--- src/rtl/ascii_sym_enc_pkg.sv ---
// Shared dau symbol codes and ASCII constants, plus the byte-to-symbol decode table
// used by the ASCII front end of the dau.
`ifndef DAU_SYM_DEFS_SV
`define DAU_SYM_DEFS_SV
`define DAU_SYM_WIDTH     5
`define DAU_SYM_0         5'd0
`define DAU_SYM_1         5'd1
`define DAU_SYM_2         5'd2
`define DAU_SYM_3         5'd3
`define DAU_SYM_4         5'd4
`define DAU_SYM_5         5'd5
`define DAU_SYM_6         5'd6
`define DAU_SYM_7         5'd7
`define DAU_SYM_8         5'd8
`define DAU_SYM_9         5'd9
`define DAU_SYM_COMMA     5'd10
`define DAU_SYM_MINUS     5'd11
`define DAU_SYM_PLUS      5'd12
`define DAU_SYM_MUL       5'd13
`define DAU_SYM_DIV       5'd14
`define DAU_SYM_SEPARATOR 5'd15
`define DAU_SYM_RESULT    5'd16
`define DAU_SYM_RESET     5'd17
`define DAU_SYM_INVALID   5'd31
`define ASCII_CR          8'h0D
`define ASCII_ESC         8'h1B
`define ASCII_TAB         8'h09
`endif

package ascii_sym_enc_pkg;

   localparam int SYM_W = `DAU_SYM_WIDTH;
   typedef logic [SYM_W-1:0] sym_t;

   localparam sym_t SYM_0       = `DAU_SYM_0;
   localparam sym_t SYM_1       = `DAU_SYM_1;
   localparam sym_t SYM_2       = `DAU_SYM_2;
   localparam sym_t SYM_3       = `DAU_SYM_3;
   localparam sym_t SYM_4       = `DAU_SYM_4;
   localparam sym_t SYM_5       = `DAU_SYM_5;
   localparam sym_t SYM_6       = `DAU_SYM_6;
   localparam sym_t SYM_7       = `DAU_SYM_7;
   localparam sym_t SYM_8       = `DAU_SYM_8;
   localparam sym_t SYM_9       = `DAU_SYM_9;
   localparam sym_t SYM_COMMA   = `DAU_SYM_COMMA;
   localparam sym_t SYM_MINUS   = `DAU_SYM_MINUS;
   localparam sym_t SYM_PLUS    = `DAU_SYM_PLUS;
   localparam sym_t SYM_MUL     = `DAU_SYM_MUL;
   localparam sym_t SYM_DIV     = `DAU_SYM_DIV;
   localparam sym_t SYM_SEP     = `DAU_SYM_SEPARATOR;
   localparam sym_t SYM_RESULT  = `DAU_SYM_RESULT;
   localparam sym_t SYM_RESET   = `DAU_SYM_RESET;
   localparam sym_t SYM_INVALID = `DAU_SYM_INVALID;

   localparam logic [7:0] ASCII_CR  = `ASCII_CR;
   localparam logic [7:0] ASCII_ESC = `ASCII_ESC;
   localparam logic [7:0] ASCII_TAB = `ASCII_TAB;

   typedef struct packed {
      logic hit;
      sym_t sym;
   } dec_t;

   // hit=0 marks a byte that carries no meaning for the dau and must leave no trace
   function automatic dec_t ascii_decode(input logic [7:0] ch);
      dec_t d;
      d.hit = 1'b1;
      d.sym = SYM_INVALID;
      case (ch) inside
         [8'h30:8'h39]:               d.sym = SYM_0 + sym_t'(ch - 8'h30);
         8'h2C, 8'h2E:                d.sym = SYM_COMMA;
         8'h2D:                       d.sym = SYM_MINUS;
         8'h2B:                       d.sym = SYM_PLUS;
         8'h2A, 8'h78:                d.sym = SYM_MUL;
         8'h2F:                       d.sym = SYM_DIV;
         8'h20, ASCII_TAB:            d.sym = SYM_SEP;
         8'h3D, ASCII_CR:             d.sym = SYM_RESULT;
         8'h63, 8'h43, ASCII_ESC:     d.sym = SYM_RESET;
         default:                     d.hit = 1'b0;
      endcase
      return d;
   endfunction

endpackage

--- src/rtl/ascii_sym_enc_if.sv ---
// Symbol stream towards the dau: show-ahead symbol with valid/ready handshake.
interface ascii_sym_enc_if;
   import ascii_sym_enc_pkg::*;

   sym_t symbol;
   logic valid;
   logic ready;

   modport master (output symbol, output valid, input ready);
   modport slave  (input symbol, input valid, output ready);
endinterface

--- src/rtl/sym_fifo.sv ---
// Show-ahead symbol FIFO with push, pop and a flush_load that empties it and
// leaves exactly one fresh entry.
module sym_fifo
   import ascii_sym_enc_pkg::*;
#(
   parameter int WIDTH = SYM_W,
   parameter int DEPTH = 8
) (
   input  logic                       clk,
   input  logic                       rst,
   input  logic                       push,
   input  logic                       pop,
   input  logic                       flush_load,
   input  logic [WIDTH-1:0]           wr_data,
   output logic [WIDTH-1:0]           head,
   output logic [$clog2(DEPTH):0]     count,
   output logic                       empty,
   output logic                       full,
   output logic                       push_ok
);

   localparam int PTR_W = $clog2(DEPTH);
   localparam int CNT_W = PTR_W + 1;

   logic [WIDTH-1:0] mem_r [DEPTH];
   logic [PTR_W-1:0] wr_ptr_r;
   logic [PTR_W-1:0] rd_ptr_r;
   logic [CNT_W-1:0] count_r;
   logic [CNT_W-1:0] count_nxt_s;
   logic             pop_ok_s;
   logic             push_ok_s;
   logic             empty_s;
   logic             full_s;

   assign empty_s   = (count_r == CNT_W'(0));
   assign full_s    = (count_r == CNT_W'(DEPTH));
   assign pop_ok_s  = pop && !empty_s;
   // a pop in the same cycle frees the slot, so a full FIFO still accepts the push
   assign push_ok_s = push && (!full_s || pop_ok_s);

   // occupancy update for the ordinary push/pop path
   always_comb begin
      count_nxt_s = count_r;
      case ({push_ok_s, pop_ok_s})
         2'b10:   count_nxt_s = count_r + CNT_W'(1);
         2'b01:   count_nxt_s = count_r - CNT_W'(1);
         default: count_nxt_s = count_r;
      endcase
   end

   // storage, pointers and occupancy; flush_load overrides any push or pop
   always_ff @(posedge clk or posedge rst) begin
      if (rst) begin
         for (int i = 0; i < DEPTH; i++) begin
            mem_r[i] <= '0;
         end
         wr_ptr_r <= '0;
         rd_ptr_r <= '0;
         count_r  <= '0;
      end else if (flush_load) begin
         mem_r[0] <= wr_data;
         rd_ptr_r <= '0;
         wr_ptr_r <= PTR_W'(1);
         count_r  <= CNT_W'(1);
      end else begin
         if (push_ok_s) begin
            mem_r[wr_ptr_r] <= wr_data;
            wr_ptr_r        <= wr_ptr_r + PTR_W'(1);
         end
         if (pop_ok_s) begin
            rd_ptr_r <= rd_ptr_r + PTR_W'(1);
         end
         count_r <= count_nxt_s;
      end
   end

   assign head    = mem_r[rd_ptr_r];
   assign count   = count_r;
   assign empty   = empty_s;
   assign full    = full_s;
   assign push_ok = push_ok_s;

endmodule

--- src/rtl/ascii_sym_enc.sv ---
// ASCII front end of the dau: decodes UART bytes into symbols, collapses redundant
// separators and queues the result so keystrokes survive while the dau is busy.
module ascii_sym_enc
   import ascii_sym_enc_pkg::*;
#(
   parameter int FIFO_DEPTH = 8,
   parameter int CNT_WIDTH  = $clog2(FIFO_DEPTH) + 1
) (
   input  logic                 i_clk,
   input  logic                 i_rst,
   input  logic [7:0]           i_data,
   input  logic                 i_data_valid,
   ascii_sym_enc_if.master      sym_out,
   output logic [CNT_WIDTH-1:0] o_count,
   output logic                 o_overflow
);

   localparam int FCNT_W = $clog2(FIFO_DEPTH) + 1;

   dec_t              dec_s;
   logic              dec_valid_r;
   sym_t              dec_sym_r;
   logic              last_was_sep_r;
   logic              overflow_r;
   logic              is_reset_s;
   logic              sep_drop_s;
   logic              push_s;
   logic              pop_s;
   logic              push_ok_s;
   logic              empty_s;
   logic              full_s;
   sym_t              head_s;
   logic [FCNT_W-1:0] count_s;

   assign dec_s = ascii_decode(i_data);

   // decode stage; unmapped bytes simply leave the stage empty
   always_ff @(posedge i_clk or posedge i_rst) begin
      if (i_rst) begin
         dec_valid_r <= 1'b0;
         dec_sym_r   <= SYM_INVALID;
      end else if (i_data_valid) begin
         dec_valid_r <= dec_s.hit;
         dec_sym_r   <= dec_s.sym;
      end else begin
         dec_valid_r <= 1'b0;
      end
   end

   assign is_reset_s = dec_valid_r && (dec_sym_r == SYM_RESET);
   assign sep_drop_s = dec_valid_r && (dec_sym_r == SYM_SEP) && last_was_sep_r;
   assign push_s     = dec_valid_r && !is_reset_s && !sep_drop_s;
   assign pop_s      = sym_out.valid && sym_out.ready;

   // separator memory and sticky overflow; a dropped symbol must not move last_was_sep
   always_ff @(posedge i_clk or posedge i_rst) begin
      if (i_rst) begin
         last_was_sep_r <= 1'b1;
         overflow_r     <= 1'b0;
      end else if (is_reset_s) begin
         last_was_sep_r <= 1'b1;
         overflow_r     <= 1'b0;
      end else if (push_s) begin
         if (push_ok_s) begin
            last_was_sep_r <= (dec_sym_r == SYM_SEP) || (dec_sym_r == SYM_RESULT);
         end else begin
            overflow_r <= 1'b1;
         end
      end
   end

   sym_fifo #(
      .WIDTH (SYM_W),
      .DEPTH (FIFO_DEPTH)
   ) u_fifo (
      .clk        (i_clk),
      .rst        (i_rst),
      .push       (push_s),
      .pop        (pop_s),
      .flush_load (is_reset_s),
      .wr_data    (dec_sym_r),
      .head       (head_s),
      .count      (count_s),
      .empty      (empty_s),
      .full       (full_s),
      .push_ok    (push_ok_s)
   );

   assign sym_out.valid  = !empty_s;
   assign sym_out.symbol = empty_s ? SYM_INVALID : head_s;
   assign o_count        = CNT_WIDTH'(count_s);
   assign o_overflow     = overflow_r;

endmodule

--- src/flat_wrapper.sv ---
// flat-port wrapper written by rule: the top's interface ports become plain ports
module ascii_sym_enc_flat import ascii_sym_enc_pkg::*;
#(
   parameter int FIFO_DEPTH = 8,
   parameter int CNT_WIDTH  = $clog2(FIFO_DEPTH) + 1
)
  (i_clk, i_rst, i_data, i_data_valid, o_count, o_overflow, sym_out_symbol, sym_out_valid, sym_out_ready);
  ascii_sym_enc_if sym_out_i ();
  input  logic i_clk;
  input  logic i_rst;
  input  logic [7:0] i_data;
  input  logic i_data_valid;
  output logic [CNT_WIDTH-1:0] o_count;
  output logic o_overflow;
  output wire logic [$bits(sym_out_i.symbol)-1:0] sym_out_symbol;
  output wire logic [$bits(sym_out_i.valid)-1:0] sym_out_valid;
  input wire logic [$bits(sym_out_i.ready)-1:0] sym_out_ready;
  assign sym_out_symbol = sym_out_i.symbol;
  assign sym_out_valid = sym_out_i.valid;
  assign sym_out_i.ready = sym_out_ready;
  ascii_sym_enc #(.FIFO_DEPTH(FIFO_DEPTH), .CNT_WIDTH(CNT_WIDTH)) u_core (.i_clk(i_clk), .i_rst(i_rst), .i_data(i_data), .i_data_valid(i_data_valid), .sym_out(sym_out_i), .o_count(o_count), .o_overflow(o_overflow));
endmodule
--- config.mk ---
export PLATFORM = sky130hd
export DESIGN_NAME = ascii_sym_enc_flat
export DESIGN_NICKNAME = d
export VERILOG_FILES = /design/src/rtl/ascii_sym_enc_pkg.sv /design/src/rtl/ascii_sym_enc_if.sv /design/src/rtl/sym_fifo.sv /design/src/rtl/ascii_sym_enc.sv /design/src/flat_wrapper.sv
export SDC_FILE = /design/constraint.sdc
export NUM_CORES = 1
export LEC_CHECK = 0
export CAP_MARGIN = 20
export CORE_MARGIN = 2
export CORE_UTILIZATION = 47
export CTS_CLUSTER_SIZE = 25
export DETAILED_ROUTE_END_ITERATION = 7
export PLACE_DENSITY_LB_ADDON = 0.12
export SLEW_MARGIN = 0
export SYNTH_ARGS = -nofsm -noshare
export SYNTH_HDL_FRONTEND = slang
export SYNTH_SLANG_ARGS = --single-unit
export TNS_END_PERCENT = 20
--- constraint.sdc ---
create_clock -name i_clk -period 4.1 [get_ports i_clk]
set_input_delay 0.82 -clock i_clk [delete_from_list [all_inputs] [get_ports i_clk]]
set_output_delay 0.82 -clock i_clk [all_outputs]
set_load 0.05 [all_outputs]
==> results of run 1 <==
[power by group through the flow]
stage / Clock [mW] / Sequential (mW) / Combinational [mW]
3_5_place_dp: 0 / 1.08 / 1.28
5_1_grt: 0.564 / 1.11 / 1.37
2_1_floorplan: 0 / 1.02 / 0.979
4_1_cts: 0.534 / 1.07 / 1.28
3_3_place_gp: 0 / 1.07 / 1.26
6_report: 0.522 / 1.07 / 1.27
[layer usage]
metal	wire (µm)	GRT usage	part of all wire	up-vias
met5	0	0	0	-
met3	250	0.03582	0.037	11
met1	3189	0.2703	0.47	1136
met2	3237	0.3161	0.48	54
met4	125	0.07972	0.018	0
li1	-	-	-	1092
[cell type report]
cell class	count	share of cell area
sequential	58	0.3900
tap	96	0.03211
timing repair buffer	25	0.06488
clock buffer	11	0.03779
clock inverter	5	0.01438
multi-input combinational	196	0.4498
inverter	11	0.01104
[registers in the layout, indices dropped and copies added, names as in the netlist]
register                flops
u_core.dec_valid_r          1
u_core.o_overflow           1
u_core.u_fifo.wr_ptr_r      3
u_core.u_fifo.rd_ptr_r      3
u_core.dec_sym_r            5
u_core.u_fifo.mem_r        40
u_core.last_was_sep_r       1
u_core.u_fifo.count         4
[kinds of logic after synthesis]
group	Yosys count	synth area share
mux	55	0.2248
flops	58	0.4444
fa+ha+maj	6	0.02287
xor+xnor	5	0.01334
simple gates	93	0.1730
buf+inv	30	0.04307
compound gates	37	0.07851
[cells in the mapped netlist, types with 3 or more instances]
library cell / n
sky130_fd_sc_hd__nand2_1: 22
sky130_fd_sc_hd__nor3_1: 9
sky130_fd_sc_hd__o31ai_1: 4
sky130_fd_sc_hd__nand4_1: 5
sky130_fd_sc_hd__inv_1: 11
sky130_fd_sc_hd__nand4_2: 4
sky130_fd_sc_hd__and2_1: 3
sky130_fd_sc_hd__o21ai_0: 3
sky130_fd_sc_hd__mux2_4: 5
sky130_fd_sc_hd__xor2_1: 5
sky130_fd_sc_hd__o21a_1: 3
sky130_fd_sc_hd__mux4_2: 10
sky130_fd_sc_hd__a31oi_1: 3
sky130_fd_sc_hd__nor3b_1: 5
sky130_fd_sc_hd__buf_4: 3
sky130_fd_sc_hd__clkbuf_1: 10
sky130_fd_sc_hd__nor2_1: 12
sky130_fd_sc_hd__o211ai_1: 3
sky130_fd_sc_hd__ha_1: 6
sky130_fd_sc_hd__mux2_2: 30
sky130_fd_sc_hd__dfstp_2: 6
sky130_fd_sc_hd__mux2i_1: 10
sky130_fd_sc_hd__dfrtp_1: 52
sky130_fd_sc_hd__a21oi_1: 8
sky130_fd_sc_hd__nand3_1: 7
[worst max-delay path, delay by kind of cell (launching register included)]
kind          cells  cell delay [ps]
mux               2              740
flops             1              790
buf+inv           1              710
simple gates      1               80
[per-stage QoR]
stage,std cells,utilization,power [mW]
5_1_grt,402,0.5506,3.046
2_1_floorplan,284,-,2.002
3_5_place_dp,386,0.5219,2.361
4_1_cts,402,0.5506,2.887
6_report,402,0.5506,2.857
3_3_place_gp,386,0.5219,2.330
[worst max path at each step]
stage / startpoint / end / slack (ps)
floorplan: u_core.u_fifo.count[0] / u_core.u_fifo.count[3] / 650
global placement: sym_out_ready / u_core.u_fifo.count[3] / 740
detailed placement: sym_out_ready / u_core.u_fifo.count[3] / 670
CTS: u_core.u_fifo.rd_ptr_r[0] / sym_out_symbol[1] / 560
global route: u_core.u_fifo.rd_ptr_r[0] / sym_out_symbol[1] / 430
finish: u_core.u_fifo.rd_ptr_r[0] / sym_out_symbol[1] / 620
==> run summary, run 1 <==
The pre-CTS setup slack is 671.8 ps. The final period utilization came out at 0.8478. The initial antenna violation count is 0. The most used flip-flop cell after synthesis is sky130_fd_sc_hd__dfrtp_1. The share of synthesized registers carrying an async set or reset came out at 1.000. The largest individual stage delay along the critical path comes from the cell sky130_fd_sc_hd__dfrtp_1. The remaining global-route overflow is 0. Final hold analysis gives a worst-case slack of 497.7 ps. The worst hold path stage count is 1. The analysis attributes to cell leakage a power of 1.642 nW.

The number of buffers inserted by port buffering came out at 22. The die width is 87.58 µm. Leaving out fill and tap cells, the most frequent cells in the layout are 52 x sky130_fd_sc_hd__dfrtp_1, 30 x sky130_fd_sc_hd__mux2_2, 22 x sky130_fd_sc_hd__nand2_1, 22 x sky130_fd_sc_hd__clkdlybuf4s50_1, 12 x sky130_fd_sc_hd__nor2_1. The count of nets left with antenna violations once routing finished came out at 0.

The maximum operating frequency is 287.7 MHz. The H-tree generated during clock tree synthesis spans 3 levels. For this design the top-level I/O count stands at 23. Headroom to the max-slew limit came out at 0.5340. The kind of capture point of the worst setup path is a primary output. The cell count of the worst reg-to-reg path came out at 9. The measured slew at the worst slew-check pin came out at 699.0 ps. Traced cell by cell, the critical path runs through mux4_2 -> mux2i_1 -> nand2_1 -> clkdlybuf4s50_1. The mean routed wirelength per cell is 16.92 µm. The area used by sequential logic in the layout is 1459 µm². Summed over all instances, the cell type with the most area after synthesis is sky130_fd_sc_hd__dfrtp_1. The number of global-route vias before repair is between 2000 and 2500.

The final routed wirelength across all metal layers came out at 6802 µm. CTS placed an instance of sky130_fd_sc_hd__clkbuf_8 at the clock tree root. 0 antenna diodes ended up in the layout. The number of endpoints failing setup at the final stage came out at 0. The number of setup buffers added after CTS is 0. The worst register-to-register path ends at u_core.u_fifo.count[3]. In this run the power spent charging and discharging nets is 1.124 mW. Of the total power, the share spent switching nets is 0.3935.

The data required time at the worst endpoint came out at roughly 3300 ps. STA classifies the critical path startpoint as a flop. The first-pass GRT wire length is 11520 µm. The largest net degree at the start of global routing came out at 33. In this run, post-CTS hold repair placed 0 buffers. The min-delay analysis places its worst path in the category flop to flop. The count of maximum capacitance violations came out at 0. TritonCTS built the clock tree. The area added between synthesis and finish is 13.95%. The number of enable-type register cells in the synthesized netlist came out at 0. The last weighted congestion value of the routability-driven placer came out at between 0.8 and 0.9. The number of detailed-routing iterations run before antenna repair came out at 4.

The internal cell power came out at 1.733 mW. The setup check on the worst reg-to-reg path leaves a slack of 850 ps. On the final layout, the worst clock skew is 10.80 ps. The flow ran to the end, and the final reports show no timing, DRC or antenna violations. Leaving out fill and tap cells, the most frequent cell in the layout is sky130_fd_sc_hd__dfrtp_1.

The detailed router placed about 2300 vias in this run. The instance area at placement is 3546 µm². The startpoint-to-endpoint class of the critical path is flop to primary output. Power spread over the standard cell area amounts to 763.7 nW/µm². Setup repair after global routing left no endpoint under its margin. The number of max-slew violations in the final report is 0. The average vias per placed instance is 5.704. The worst hold path begins at u_core.u_fifo.mem_r[39].

The die covers 7670 µm². The number of buffers inserted during clock tree synthesis is 9. The number of nets in the synthesized netlist is ~300. The sequential group share of total power is 0.374. Across every metal layer, demand over resource in global routing totals 0.1984.

The number of gates resized after CTS was 0. The share of total power dissipated in the clock network is 0.183. The maximum fanout along the worst path came out at 12. The total area inside the core boundary comes to between 6000 and 7000 µm². The post-layout minimum cycle time came out at 3476 ps. For this block, the initial DRC count from the detailed router was 144.

The final-stage net count is 319. Of the post-synthesis cell area, the dominant cell type holds 0.3963. The mapped cell area came out at 3283 µm². The number of clock sinks seen by CTS is 58. The maximum vdd ir drop is 679.2 µV. Fill cells in the final layout number 600.

The number of failing hold endpoints at the final stage is 0. On the worst path, the slowest cell contributes a delay of 790 ps. The cell count after synthesis came out at approximately 280.

The multi-input combinational cells in the finished layout cover a total of 1683 µm². The clock-pin slew of the registers on the worst-case setup and hold paths is 60 ps. The wire-length estimate of the detail-placed layout is 4824 µm. The end point of the worst hold path is u_core.u_fifo.mem_r[39]. The detailed-route DRC error count came out at 0. The number of distinct standard cells referenced by the synthesized netlist is 59. The share of the Yosys chip area taken by registers is 0.4444. For this configuration, the core starts out at a cell density of 0.4832. The worst register-to-register path begins at u_core.dec_sym_r[0]. Of the cells placed in the final design, the portion with a size suffix greater than 1 is 0.2778. The worst setup slack after layout is approximately 620 ps. For the worst setup path, the data arrival time is 2660 ps.

By area the synthesized netlist is led by sky130_fd_sc_hd__dfrtp_1 40%, sky130_fd_sc_hd__mux2_2 10%, sky130_fd_sc_hd__mux4_2 6.9%, sky130_fd_sc_hd__dfstp_2 4.8%, sky130_fd_sc_hd__mux2i_1 3.0%. The synthesized area divided by synthesized cell count is 11.56 µm². For this run, the number of Yosys warnings is 0. The flip-flop and latch count after synthesis came out at 58. The buffer levels on the longest clock path came out at 2. In the final timing run, aggregate negative setup slack is 0 ps. The post-layout instance area came out at 3741 µm². The combinational cell fraction of total power came out at 0.444.

After floorplanning, the core was divided into 30 placement rows. The floorplan die height came out at 87.58 µm. The source-to-sink clock delay at the later pin of the worst-skew pair is 340 ps.
No activity file was read; power rests on OpenSTA's default activity.
==> run 2: changes to the inputs <==
clock period = 3.3 ns   (was 4.1 ns; I/O delays follow)
==> run 2 against run 1 <==
Global-route usage rose by 0.66 points. Register-to-register slack worse by 640 ps. Die area is the same. Via count is 3.0% higher. Utilization up 1.2 points. Critical endpoint is now sym_out_symbol[2]. Largest power group unchanged.
==> run summary, run 2 (synthesized netlist as in run 1, its figures left out) <==
The count of fill cells added during filler insertion is 596 (-0.67%). The kind of capture point of the worst setup path is a primary output. The floorplan die height came out at 87.58 µm (unchanged). The number of rows created at floorplan is 30 (unchanged).

The flip-flop count of the largest register after layout came out at 40 (unchanged). The instance area at placement was 3600 µm² (+1.5%). The clock-pin slew of the registers on the worst-case setup and hold paths is 70 ps (about the same). The maximum vdd ir drop came to 942.5 µV (+39%). The final routed wirelength across all metal layers came out at 7023 µm (+3.2%). The number of global-route vias before repair is 2276 (-1.4%). The cell area power density came out at 967.5 nW/µm² (+27%). The die footprint came out at 7670 µm² (unchanged). The summed negative setup slack over all endpoints came to 0 ps (unchanged). The library cells used most frequently in the layout, excluding fill and tap cells, are 51 x sky130_fd_sc_hd__dfrtp_1, 30 x sky130_fd_sc_hd__mux2_2, 22 x sky130_fd_sc_hd__nand2_1, 22 x sky130_fd_sc_hd__clkdlybuf4s50_1. The remaining global-route overflow is 0 (unchanged). The normalized max-slew margin came to 0.6676 (+0.1336). The switching share of total power came out at 0.3815 (-0.01194). The overall global routing resource usage came out at 0.2049 (+0.006577). The buffer levels on the longest clock path came to 2 (unchanged). The tightest hold margin was 491.9 ps (-5.738 ps).

The cts-stage hold buffer count came out at 0 (unchanged). The maximum fanout along the worst path is 9 (-3). The pre-CTS setup slack came out at 220.3 ps (-451.6 ps).

The total power after layout is 3.701 mW (+30%). The root buffer cell chosen for the clock tree is sky130_fd_sc_hd__clkbuf_8. The critical path is of the flop to primary output type. The number of H-tree levels is 3 (unchanged). The core footprint came out at 6794 µm² (unchanged). Relative to the synthesized area, the layout overhead comes to 16.50%. More flip-flops sit in one register than any other, and that register is u_core.u_fifo.mem_r. The switching component of the power is 1.412 mW (+26%).

The post-cts repair resize count is 0 (unchanged). In the finished design, the share of the clock period the worst path needs comes to 0.9847. The number of buffers inserted by port buffering came out at 22 (unchanged). The I/O pin count is 23 (unchanged). The worst setup slack after layout was 50.46 ps (-573.7 ps). The count of maximum capacitance violations is 0 (unchanged). The power share of the clock group is 0.204 (+0.021). The flow ran to the end, and the final reports show no timing, DRC or antenna violations.

The measured slew at the worst slew-check pin came out at 497.1 ps (-201.9 ps). The worst clock skew on the final layout came out at 12.36 ps (+1.561 ps). Based on the critical path, the design can be clocked at up to 307.7 MHz. The source-to-sink clock delay at the later pin of the worst-skew pair is 340 ps (about the same). The mean routed wirelength per cell was 17.26 µm (+2.0%). The non-filler instance count after layout came to 407 (+1.2%). The sequential group share of total power was 0.346 (-0.028). The number of nets with antenna violations after detailed routing is 0 (unchanged). The post-layout minimum cycle time came out at 3250 ps. The highest metal layer used by the detailed router is met4. The number of detailed-routing iterations run before antenna repair came out at 4 (unchanged). The end-of-flow core utilization is 0.5630 (+0.01234). The die width is 87.58 µm (unchanged). The routed length on met2 is 3241 µm (+0.12%). Leaving out fill and tap cells, the most frequent cell in the layout is sky130_fd_sc_hd__dfrtp_1. The antenna diode count was 0 (unchanged). The detailed-placement wirelength estimate came to 4923 µm (+2.0%). The final-stage net count came out at 326 (+2.2%).

The data required time at the worst endpoint was 2640 ps (-640 ps). The number of clock sinks seen by CTS came out at 58 (unchanged). The number of buffers inserted during clock tree synthesis is 9 (unchanged). The worst setup path is launched from a flop. The post-layout instance area is 3825 µm² (+2.2%).

The number of failing hold endpoints at the final stage came to 0 (unchanged). The met3 wire length came to 226 µm (-9.6%). The setup slack of the worst register-to-register path is 210 ps (-640 ps). The number of endpoints failing setup at the final stage came out at 0 (unchanged). The last weighted congestion value of the routability-driven placer was 0.8399 (+1.8%).

The detailed-route via count is 2361 (+3.0%). The initial antenna violation count is 0 (unchanged). The fraction of final layout cells sized beyond drive strength 1 came out at 0.2958 (+0.01804).

The internal cell power came to 2.289 mW (+32%). The largest net degree at the start of global routing is 31 (-6.1%). Setup repair after global routing left no endpoint under its margin. The combinational cell fraction of total power was 0.450 (+0.006). The worst hold path belongs to the class flop to flop. The total routed wire length on the met1 layer is 3412 µm (+7.0%).

The leakage power came out at 1.685 nW (+2.6%). The starting density of the core came out at 0.4832 (unchanged). The detailed-route DRC error count is 0 (unchanged). The buffer count from post-CTS setup fixing came out at 0 (unchanged). The detailed router's first-iteration violation count came out at 106 (-26%).

The first-pass GRT wire length is 11670 µm (+1.3%). The number of max-slew violations in the final report came out at 0 (unchanged). The number of instances in the placed design came to 393 (+1.8%). TritonCTS built the clock tree. The endpoint arrival time on the critical path came out at 2590 ps (-70 ps). The average vias per placed instance came out at 5.801 (+1.7%).
## run 2: layer usage
layer | up-vias | GRT usage
met3 | 10 | 0.04713
met1 | 1198 | 0.2910
met4 | 0 | 0.09650
li1 | 1106 | -
met2 | 47 | 0.2982
met5 | - | 0
## run 2: cell type report
cell class | instances | area (µm²) | share of cell area
Timing Repair Buffer | 32 | 295.3 | 0.07720
Clock buffer | 12 | 165.2 | 0.04318
Inverter | 11 | 41.29 | 0.01079
Tap cell | 96 | 120.1 | 0.03140
Clock inverter | 2 | 60.06 | 0.01570
Multi-Input combinational cell | 196 | 1683 | 0.4400
Sequential cell | 58 | 1460 | 0.3817
## run 2: power by group through the flow
stage | combinational (mW) | sequential (mW) | clock [mW]
3_5_place_dp | 1.67 | 1.29 | 0
5_1_grt | 1.79 | 1.33 | 0.805
2_1_floorplan | 1.22 | 1.27 | 0
3_3_place_gp | 1.66 | 1.28 | 0
4_1_cts | 1.68 | 1.28 | 0.767
6_report | 1.67 | 1.28 | 0.753
## run 2: critical path: stages, from the launching register on
cell	delay [ps]
sky130_fd_sc_hd__dfrtp_2	470
sky130_fd_sc_hd__or4_2	820
sky130_fd_sc_hd__nand2_1	150
sky130_fd_sc_hd__clkdlybuf4s50_1	810
## run 2: path summary, 6_finish.rpt
kind,startpoint,endpoint,depth (start not counted)
max,u_core.u_fifo.count[0],sym_out_symbol[2],3
max reg2reg,u_core.u_fifo.count[0],u_core.u_fifo.count[3],9
min,u_core.u_fifo.mem_r[39],u_core.u_fifo.mem_r[39],1
min in group asynchronous,i_rst,u_core.u_fifo.mem_r[24],2
max in group asynchronous,i_rst,u_core.last_was_sep_r,3
min reg2reg,u_core.u_fifo.mem_r[39],u_core.u_fifo.mem_r[39],1
==> run 3: changes to the inputs <==
clock period = 4 ns   (was 3.3 ns; I/O delays follow)
==> run 3 against run 2 <==
Die area unchanged. Combinational power down 21%. Power down 20%. Utilization down 1.1 points. Largest cell class unchanged. Setup slack better by 550 ps. Final cell count down 0.98%. Worst hold slack better by 3.6 ps. Wire length down 4.4%. Critical endpoint unchanged. Via count down 2.4%. Flip-flop and latch count unchanged.
==> run summary, run 3 (synthesized netlist as in run 1, its figures left out) <==
The worst setup slack after layout is 596.0 ps (+545.5 ps). The flip-flop count of the largest register after layout came out at 40 (unchanged). The die footprint is 7670 µm² (unchanged). The fraction of final layout cells sized beyond drive strength 1 is 0.2769 (-0.01895).

The routed length on met2 is 3070 µm (-5.3%). The met3 wire length was 277 µm (+23%). The worst clock skew on the final layout is 13.75 ps (+1.383 ps). The power share of the clock group is 0.186 (-0.018). The buffer count from post-CTS setup fixing is 0 (unchanged). The endpoint arrival time on the critical path came out at 2600 ps (about the same). The switching component of the power is 1.155 mW (-18%). The number of H-tree levels was 3 (unchanged). The buffer levels on the longest clock path is 2 (unchanged). The I/O pin count is 23 (unchanged). The remaining global-route overflow was 0 (unchanged).

The antenna diode count is 0 (unchanged). The starting density of the core came out at 0.4832 (unchanged). The area of the multi-input gates came out at 1683 µm² (unchanged). TritonCTS built the clock tree. The overall global routing resource usage came out at 0.1939 (-0.01105).

The average vias per placed instance came out at 5.720 (-1.4%). The detailed-route via count is 2305 (-2.4%). The normalized max-slew margin came to 0.5138 (-0.1538). The area used by sequential logic in the layout is 1459 µm² (about the same). The maximum fanout along the worst path is 9 (unchanged).

The maximum vdd ir drop came to 822.3 µV (-13%). The floorplan die height is 87.58 µm (unchanged). In this run the top signal layer used is met4. The count of maximum capacitance violations came out at 0 (unchanged). The area growth from synthesis to layout is 14.29%. The number of nets with antenna violations after detailed routing came out at 0 (unchanged). Of the available clock period, the critical path in the final layout requires 0.8510. The number of detailed-routing iterations run before antenna repair came out at 4 (unchanged). The detailed-route DRC error count came out at 0 (unchanged). The data required time at the worst endpoint is 3200 ps (+560 ps). The number of rows created at floorplan is 30 (unchanged). The total routed wire length on the met1 layer came out at 3276 µm (-4.0%). The source-to-sink clock delay at the later pin of the worst-skew pair was 340 ps (about the same). The end-of-flow core utilization came out at 0.5523 (-0.01068). The detailed router's first-iteration violation count is 84 (-21%). The first-pass GRT wire length is 11230 µm (-3.7%). The worst register-to-register path begins at u_core.dec_sym_r[0].

Counting flops per register, the top entry is u_core.u_fifo.mem_r. The combinational cell fraction of total power is 0.446 (-0.004). Setup repair after global routing left no endpoint under its margin. The mean routed wirelength per cell was 16.66 µm (-3.4%).

For hold timing, the worst endpoint is u_core.u_fifo.mem_r[39]. The detailed-placement wirelength estimate is 4690 µm (-4.7%). The number of endpoints failing setup at the final stage came out at 0 (unchanged). The instance area at placement is 3553 µm² (-1.3%). The run finished with clean final reports. The number of clock sinks seen by CTS came out at 58 (unchanged). In this run the clock root is driven by a sky130_fd_sc_hd__clkbuf_8. The clock-pin slew of the registers on the worst-case setup and hold paths is 70 ps (about the same). The setup slack of the worst register-to-register path is 750 ps (+540 ps). The cell count of the worst reg-to-reg path is 9 (unchanged). The worst hold path begins at u_core.u_fifo.mem_r[39]. The critical path is of the flop to primary output type. The post-layout minimum cycle time came out at 3404 ps.

The summed negative setup slack over all endpoints is 0 ps (unchanged). The endpoint identified for the worst register-to-register timing path is u_core.u_fifo.count[3]. The cell area power density is 787.8 nW/µm² (-19%).

The worst setup path is launched from a flop. The worst hold path stage count came out at 1 (unchanged). The number of buffers inserted by port buffering came out at 22 (unchanged). The number of failing hold endpoints at the final stage came out at 0 (unchanged). The pre-CTS setup slack came to 755.2 ps (+534.9 ps). The largest net degree at the start of global routing came out at 59 (+90%). The final-stage net count is 320 (-1.8%). The sequential group share of total power is 0.369 (+0.023). The post-cts repair resize count came to 0 (unchanged). The number of buffers inserted during clock tree synthesis came out at 9 (unchanged). The initial antenna violation count is 0 (unchanged). The core footprint is 6794 µm² (unchanged). The final routed wirelength across all metal layers came out at 6715 µm (-4.4%). The worst hold path belongs to the class flop to flop.

The last weighted congestion value of the routability-driven placer came to 0.8530 (+1.6%). The post-layout instance area is 3752 µm² (-1.9%). The worst setup path is captured at a primary output. The cts-stage hold buffer count is 0 (unchanged). The switching share of total power is 0.3909 (+0.009340). The maximum operating frequency came out at slightly below 300 MHz. The library cells used most frequently in the layout, excluding fill and tap cells, are 52 x sky130_fd_sc_hd__dfrtp_1, 30 x sky130_fd_sc_hd__mux2_2, 22 x sky130_fd_sc_hd__nand2_1, 22 x sky130_fd_sc_hd__clkdlybuf4s50_1, 12 x sky130_fd_sc_hd__nor2_1. The number of global-route vias before repair is 2168 (-4.7%). The count of fill cells added during filler insertion came out at 591 (-0.84%). The library cell used most frequently in the layout, excluding fill and tap cells, is sky130_fd_sc_hd__dfrtp_1. The internal cell power came out at 1.801 mW (-21%). The tightest hold margin is 495.6 ps (+3.622 ps). The die width came to 87.58 µm (unchanged). The measured slew at the worst slew-check pin is 729.3 ps (+232.2 ps). The number of max-slew violations in the final report was 0 (unchanged). The leakage power was 1.647 nW (-2.3%).
run 3: layer usage:
layer / track usage / vias up
li1: - / 1100
met5: 0 / -
met2: 0.2886 / 47
met1: 0.2792 / 1149
met4: 0.06993 / 0
met3: 0.04524 / 9
run 3: area by class of cell:
type	count	area share
clock buffer	13	0.04235
tap	96	0.03201
inverter	11	0.01100
clock inverter	3	0.01067
timing repair buffer	26	0.06669
sequential	58	0.3888
multi-input combinational	196	0.4485
run 3: worst max path at each step:
stage	depth (start not counted)	to	from
2_1_floorplan	10	u_core.u_fifo.count[3]	u_core.u_fifo.count[0]
3_3_place_gp	9	u_core.u_fifo.count[3]	sym_out_ready
3_5_place_dp	9	u_core.u_fifo.count[3]	sym_out_ready
4_1_cts	4	sym_out_symbol[2]	u_core.u_fifo.rd_ptr_r[0]
5_1_grt	4	sym_out_symbol[3]	u_core.u_fifo.rd_ptr_r[0]
6_report	3	sym_out_symbol[2]	u_core.u_fifo.count[0]
run 3: power groups by stage:
stage	Sequential [mW]	Combinational, mW	Clock, mW
after detailed placement	1.10	1.32	0
after CTS	1.09	1.33	0.564
after global placement	1.09	1.31	0
after global routing	1.13	1.42	0.592
final	1.09	1.32	0.548
after floorplan	1.05	1.00	0
run 3: worst max-delay path: stages, from the launching register on:
cell and delay [ps]:
sky130_fd_sc_hd__dfrtp_1 470, sky130_fd_sc_hd__or4_2 840, sky130_fd_sc_hd__nand2_1 150, sky130_fd_sc_hd__clkdlybuf4s50_1 810
run 3: per-stage QoR:
step	std cells	total power [mW]
after global routing	403	3.144
final	403	2.956
after global placement	387	2.402
after CTS	403	2.984
after floorplan	284	2.052
after detailed placement	387	2.425
